$ cat config.mk
export PLATFORM = sky130hd
export DESIGN_NAME = mem_access_unit
export DESIGN_NICKNAME = d
export VERILOG_FILES = /design/src/rtl/mem_access_unit.sv
export SDC_FILE = /design/constraint.sdc
export NUM_CORES = 1
export LEC_CHECK = 0
export CAP_MARGIN = 25
export CORE_MARGIN = 2
export CORE_UTILIZATION = 45
export DETAILED_ROUTE_END_ITERATION = 6
export DONT_BUFFER_PORTS = 1
export SETUP_SLACK_MARGIN = 0.4
export SYNTH_ARGS = -nofsm -noshare
export SYNTH_HDL_FRONTEND = slang
export SYNTH_SLANG_ARGS = --single-unit
$ cat constraint.sdc
create_clock -name clk_i -period 2.1 [get_ports clk_i]
set_input_delay 0.21 -clock clk_i [delete_from_list [all_inputs] [get_ports clk_i]]
set_output_delay 0.21 -clock clk_i [all_outputs]
set_load 0.03 [all_outputs]
$ cat src/rtl/mem_access_unit.sv
// Load/store unit for the MEM stage: turns one EX/MEM request into a single
// Wishbone classic cycle, aligns store data into byte lanes and extends load
// data on the way back. Misaligned or undefined accesses complete with err_o
// set and never touch the bus.
module mem_access_unit #(
    parameter int ADDR_WIDTH = 32,
    parameter int DATA_WIDTH = 32
) (
    input  logic                  clk_i,
    input  logic                  rst_i,
    input  logic                  ex_valid_i,
    input  logic                  ex_mem_read_i,
    input  logic                  ex_mem_write_i,
    input  logic [2:0]            ex_funct3_i,
    input  logic [ADDR_WIDTH-1:0] ex_addr_i,
    input  logic [DATA_WIDTH-1:0] ex_wdata_i,
    output logic                  mem_busy_o,
    output logic                  mem_done_o,
    output logic                  err_o,
    output logic [DATA_WIDTH-1:0] mem_data_o,
    output logic                  wb_cyc_o,
    output logic                  wb_stb_o,
    output logic                  wb_we_o,
    output logic [ADDR_WIDTH-1:0] wb_adr_o,
    output logic [DATA_WIDTH-1:0] wb_dat_o,
    output logic [3:0]            wb_sel_o,
    input  logic [DATA_WIDTH-1:0] wb_dat_i,
    input  logic                  wb_ack_i
);

    typedef enum logic [1:0] {IDLE, BUS, DONE} state_t;

    state_t                state, state_nxt;
    logic                  req;
    logic                  is_store;
    logic [1:0]            off;
    logic                  legal;
    logic [3:0]            sel;
    logic [DATA_WIDTH-1:0] wdat;
    logic [2:0]            funct3_q;
    logic [1:0]            off_q;
    logic [DATA_WIDTH-1:0] rd_shift;
    logic [DATA_WIDTH-1:0] load_val;

    assign req      = ex_valid_i & (ex_mem_read_i | ex_mem_write_i);
    assign is_store = ex_mem_write_i;   // a write wins when both strobes are set
    assign off      = ex_addr_i[1:0];

    // Decode access size: legality, lane enables and lane-aligned store data.
    // Store data is masked to the access size first so unused lanes stay zero.
    always_comb begin
        legal = 1'b0;
        sel   = 4'b0000;
        wdat  = '0;
        case (ex_funct3_i)
            3'd0, 3'd4: begin
                legal = !(is_store && ex_funct3_i == 3'd4);
                sel   = 4'b0001 << off;
                wdat  = DATA_WIDTH'(ex_wdata_i[7:0]) << {off, 3'b000};
            end
            3'd1, 3'd5: begin
                legal = !off[0] && !(is_store && ex_funct3_i == 3'd5);
                sel   = 4'b0011 << off;
                wdat  = DATA_WIDTH'(ex_wdata_i[15:0]) << {off, 3'b000};
            end
            3'd2: begin
                legal = (off == 2'b00);
                sel   = 4'b1111;
                wdat  = ex_wdata_i;
            end
            default: legal = 1'b0;
        endcase
    end

    // Pick the addressed lane out of the returned word and extend it.
    always_comb begin
        rd_shift = wb_dat_i >> {off_q, 3'b000};
        case (funct3_q)
            3'd0:    load_val = {{(DATA_WIDTH-8){rd_shift[7]}}, rd_shift[7:0]};
            3'd1:    load_val = {{(DATA_WIDTH-16){rd_shift[15]}}, rd_shift[15:0]};
            3'd4:    load_val = {{(DATA_WIDTH-8){1'b0}}, rd_shift[7:0]};
            3'd5:    load_val = {{(DATA_WIDTH-16){1'b0}}, rd_shift[15:0]};
            default: load_val = wb_dat_i;
        endcase
    end

    // Next state and the combinational stall request.
    always_comb begin
        state_nxt  = state;
        mem_busy_o = 1'b0;
        case (state)
            IDLE: begin
                if (req) begin
                    mem_busy_o = 1'b1;
                    state_nxt  = legal ? BUS : DONE;
                end
            end
            BUS: begin
                mem_busy_o = 1'b1;
                if (wb_ack_i) state_nxt = DONE;
            end
            DONE:    state_nxt = IDLE;
            default: state_nxt = IDLE;
        endcase
    end

    // State register, bus outputs, result capture and completion pulses.
    always_ff @(posedge clk_i) begin
        if (rst_i) begin
            state      <= IDLE;
            wb_cyc_o   <= 1'b0;
            wb_stb_o   <= 1'b0;
            wb_we_o    <= 1'b0;
            wb_adr_o   <= '0;
            wb_dat_o   <= '0;
            wb_sel_o   <= 4'b0000;
            mem_data_o <= '0;
            mem_done_o <= 1'b0;
            err_o      <= 1'b0;
            funct3_q   <= 3'd0;
            off_q      <= 2'b00;
        end else begin
            state      <= state_nxt;
            mem_done_o <= 1'b0;
            err_o      <= 1'b0;
            case (state)
                IDLE: begin
                    if (req) begin
                        if (legal) begin
                            wb_cyc_o <= 1'b1;
                            wb_stb_o <= 1'b1;
                            wb_we_o  <= is_store;
                            wb_adr_o <= {ex_addr_i[ADDR_WIDTH-1:2], 2'b00};
                            wb_dat_o <= is_store ? wdat : '0;
                            wb_sel_o <= sel;
                            funct3_q <= ex_funct3_i;
                            off_q    <= off;
                        end else begin
                            err_o      <= 1'b1;
                            mem_done_o <= 1'b1;
                            mem_data_o <= '0;
                        end
                    end
                end
                BUS: begin
                    if (wb_ack_i) begin
                        wb_cyc_o   <= 1'b0;
                        wb_stb_o   <= 1'b0;
                        mem_done_o <= 1'b1;
                        if (!wb_we_o) mem_data_o <= load_val;
                    end
                end
                default: ;
            endcase
        end
    end

endmodule

==> impl_metrics.py <==
metrics = {
    "setup_path": {
        "critPathCaptureType": "flop",
        "worst-path-buf-inv": 1,
        "crit_path_max_fanout": 16,
        "cp_data_required_time_ns": 2.36,
        "cpPeakStageDelay_ns": 0.56,
        "setup.worst_path.start_class": "flop",
        "critPathArrivalTime_ns": 1.95,
        "cp_cell_sequence": "mux4_2, nor2_2, nor4_4, buf_12, a221o_1",
        "path_delay_family": "multiplexers",
        "cp_slowest_cell": "mux4_2",
        "worstSetupPathType": "reg -> reg",
    },
    "grt": {
        "grt_pass1_vias": 4142,
        "grt_overflow_total": 0,
        "grt_start_max_net_pins": 44,
        "antenna_found_initial": 1,
        "track_usage_pct": 24.6,
        "grt_pass1_wl_um": 22000,
    },
    "drt": {
        "vias": 4189,
        "wire_per_inst_um": 20.2,
        "route.met3.wl_um": 1360,
        "drc_errors": 0,
        "vias_per_cell": 6.08,
        "dr.pass1.iters": 5,
        "route.met2.wl_um": 6510,
        "drtAntennaViolNets": 0,
        "drt-initial-drc-count": 285,
        "top_layer": "met4",
        "finalWirelength_um": 13900,
        "wl_met1_um": 5780,
    },
    "synthesis": {
        "synthTopCellsByArea": "dfxtp_1 (47%), a221o_1 (6.2%), nand2_1 (5.9%), o2bb2ai_1 (5.6%), a21oi_1 (4.6%)",
        "netlist_area_mm2": 0.00465,
        "ys_seq_elements": 109,
        "synthCells": 495,
        "synthDistinctLibCells": 46,
        "synth_edf_count": 0,
        "synth.most_common_cell": "dfxtp_1",
        "synth_top_cell_area_share_pct": 46.9,
        "synth.avg_cell_area_um2": 9.40,
        "synth_common_cells": "dfxtp_1 (109), nand2_1 (73), a21oi_1 (43)",
        "synth_flop_cell": "dfxtp_1",
        "synth_seq_area_share_pct": 46.9,
        "yosysTopAreaCell": "dfxtp_1",
        "yosys_warnings": 0,
        "async_flop_share_pct": 0,
    },
    "layout": {
        "n_fill_cell": 918,
        "utilization_pct": 56.0,
        "final_nets": 652,
        "final_area_mm2": 0.00571,
        "area_growth_syn_to_layout_pct": 22.7,
        "drive_gt1_share_pct": 12.5,
        "instances_no_fill": 689,
    },
    "sta": {
        "period_needed_ns": 1.69,
        "skew_ns": 0.00947,
        "slew_headroom_pct": 53.8,
        "tns_ns": 0,
        "final-hold-violation-count": 0,
        "fin_crit_sh_pct": 80.6,
        "final-setup-viol-count": 0,
        "rsz0062_at_grt": "true",
        "worst_slew_pin_slew_ns": 0.685,
        "timing.hold.ws_ns": 0.0218,
        "max_freq_mhz": 591,
        "maxSlewViolCount": 0,
        "timing.final.ws_setup_ns": 0.407,
    },
    "power": {
        "p_clk_share_pct": 30.6,
        "p_switching_mw": 1.12,
        "seq_power_share_pct": 57.5,
        "swShare_pct": 28.6,
        "powerDensity_mw_per_mm2": 687,
        "internal_power_mw": 2.80,
        "power_leakage_nw": 2.02,
        "worst_ir_drop_vdd_uv": 317,
        "finalPower_mw": 3.92,
        "combPwrFrac_pct": 11.9,
    },
    "cts": {
        "cts.sinks": 109,
        "clk_pin_slew_ns": 0.11,
        "clk_latency_ns": 0.37,
        "cts_made_buffers": 9,
        "cts_max_level": 3,
        "tritoncts": "done",
        "clockRootBuffer": "clkbuf_8",
        "clock_path_buffers": 2,
    },
    "floorplanning": {
        "die_w_um": 106,
        "die_h_um": 106,
        "io_pins": 211,
        "rows": 37,
        "dieArea_mm2": 0.0112,
        "start_util_pct": 45.7,
        "core-area_mm2": 0.0102,
    },
    "placement": {
        "io_buffer_count": 0,
        "place_ws_ns": 0.145,
        "gp_congestion": 0.866,
        "dpl.cell_count": 604,
        "place_area_mm2": 0.00475,
        "dp_hpwl_um": 9320,
    },
    "min_path": {
        "hold_path.class": "in -> reg",
    },
    "job": {
        "maxCapViolCount": 0,
    },
    "outcome": {
        "outcome": "finished clean",
    },
}
## state kept, by name, summed over array words and instances (netlist names), 2 cells and up
register / flops
wb_adr_o: 30
funct3_q: 3
off_q: 2
mem_data_o: 32
wb_sel_o: 4
wb_dat_o: 32
state: 2
## worst register-to-register path: stages, from the launching register on
cell and delay [ns]:
dfxtp_2 0.37, mux4_2 0.56, nor2_2 0.17, nor4_4 0.06, buf_12 0.16, a221o_1 0.27
## layout make-up
type	instances	area (um^2)	area share (%)
multi-input cells	333	2300	40.3
diodes	1	2.50	0.0439
well taps	136	170	2.98
flip-flops and latches	109	2190	38.4
clock inverters	7	56.3	0.987
clock buffers	9	124	2.17
inverters	9	33.8	0.592
repair buffers	85	828	14.5
## path summary, 6_finish.rpt
check	startpoint	end	slack, ns	depth (start not counted)
worst max register to register	off_q[1]	mem_data_o[28]	0.41	5
worst min-delay path	ex_mem_write_i	wb_we_o	0.02	2
worst min register to register	off_q[1]	off_q[1]	0.49	2
worst max-delay path	off_q[1]	mem_data_o[28]	0.41	5
## repair_timing
item | 4_1_cts | 5_1_grt
hold endpoints to repair | 70 | 0
pin swaps | 1 | 2
endpoints found under the setup margin | 37 | 56
gates resized for setup | 9 | 10
buffers inserted | 1 | 3
hold buffers | 64 | 0
## cell usage in the layout, fill, tap and decap left out, types with 2 or more instances in the layout
| cell type | instances |
|---|---|
| nor2_2 | 2 |
| inv_6 | 3 |
| a21o_1 | 2 |
| clkinv_2 | 2 |
| a211oi_1 | 3 |
| nand3_1 | 8 |
| a22oi_1 | 25 |
| mux2_2 | 9 |
| nor3_1 | 11 |
| nor2_1 | 8 |
| buf_12 | 2 |
| and3_1 | 6 |
| nor4_4 | 2 |
| dfxtp_4 | 2 |
| dfxtp_1 | 105 |
| a21oi_1 | 42 |
| nor2b_1 | 6 |
| o2bb2ai_1 | 30 |
| inv_1 | 8 |
| a32oi_1 | 8 |
| conb_1 | 2 |
| and2_1 | 6 |
| a2bb2oi_1 | 17 |
| buf_4 | 19 |
| nand2_1 | 73 |
| a221o_1 | 29 |
| dfxtp_2 | 2 |
| clkbuf_8 | 9 |
| a22o_1 | 10 |
| or3_1 | 2 |
| dlygate4sd3_1 | 63 |
| o21ai_0 | 9 |
## power by group through the flow
stage,clock (mW),combinational (mW),sequential (mW)
5_1_grt,1.32,0.511,2.26
3_3_place_gp,0,0.319,2.30
4_1_cts,1.24,0.451,2.26
3_5_place_dp,0,0.327,2.30
6_report,1.20,0.467,2.25
2_1_floorplan,0,0.291,2.28
## per-layer routing
layer,vias up,global-route usage (%)
met1,1977,30.9
met3,26,7.42
met2,215,39.4
met5,-,0
met4,0,10.2
li1,1971,-
## cells by family (layout without fill, tap and decap cells)
kind of cell | count (synthesis) | in the layout | synth area share [%]
flops | 109 | 109 | 46.9
mux | 12 | 12 | 3.20
compound gates | 183 | 183 | 30.5
simple gates | 136 | 136 | 14.0
buf+inv | 54 | 110 | 5.33
other cells | 1 | 3 | 0.0806
(Power assumes the default switching activity.)
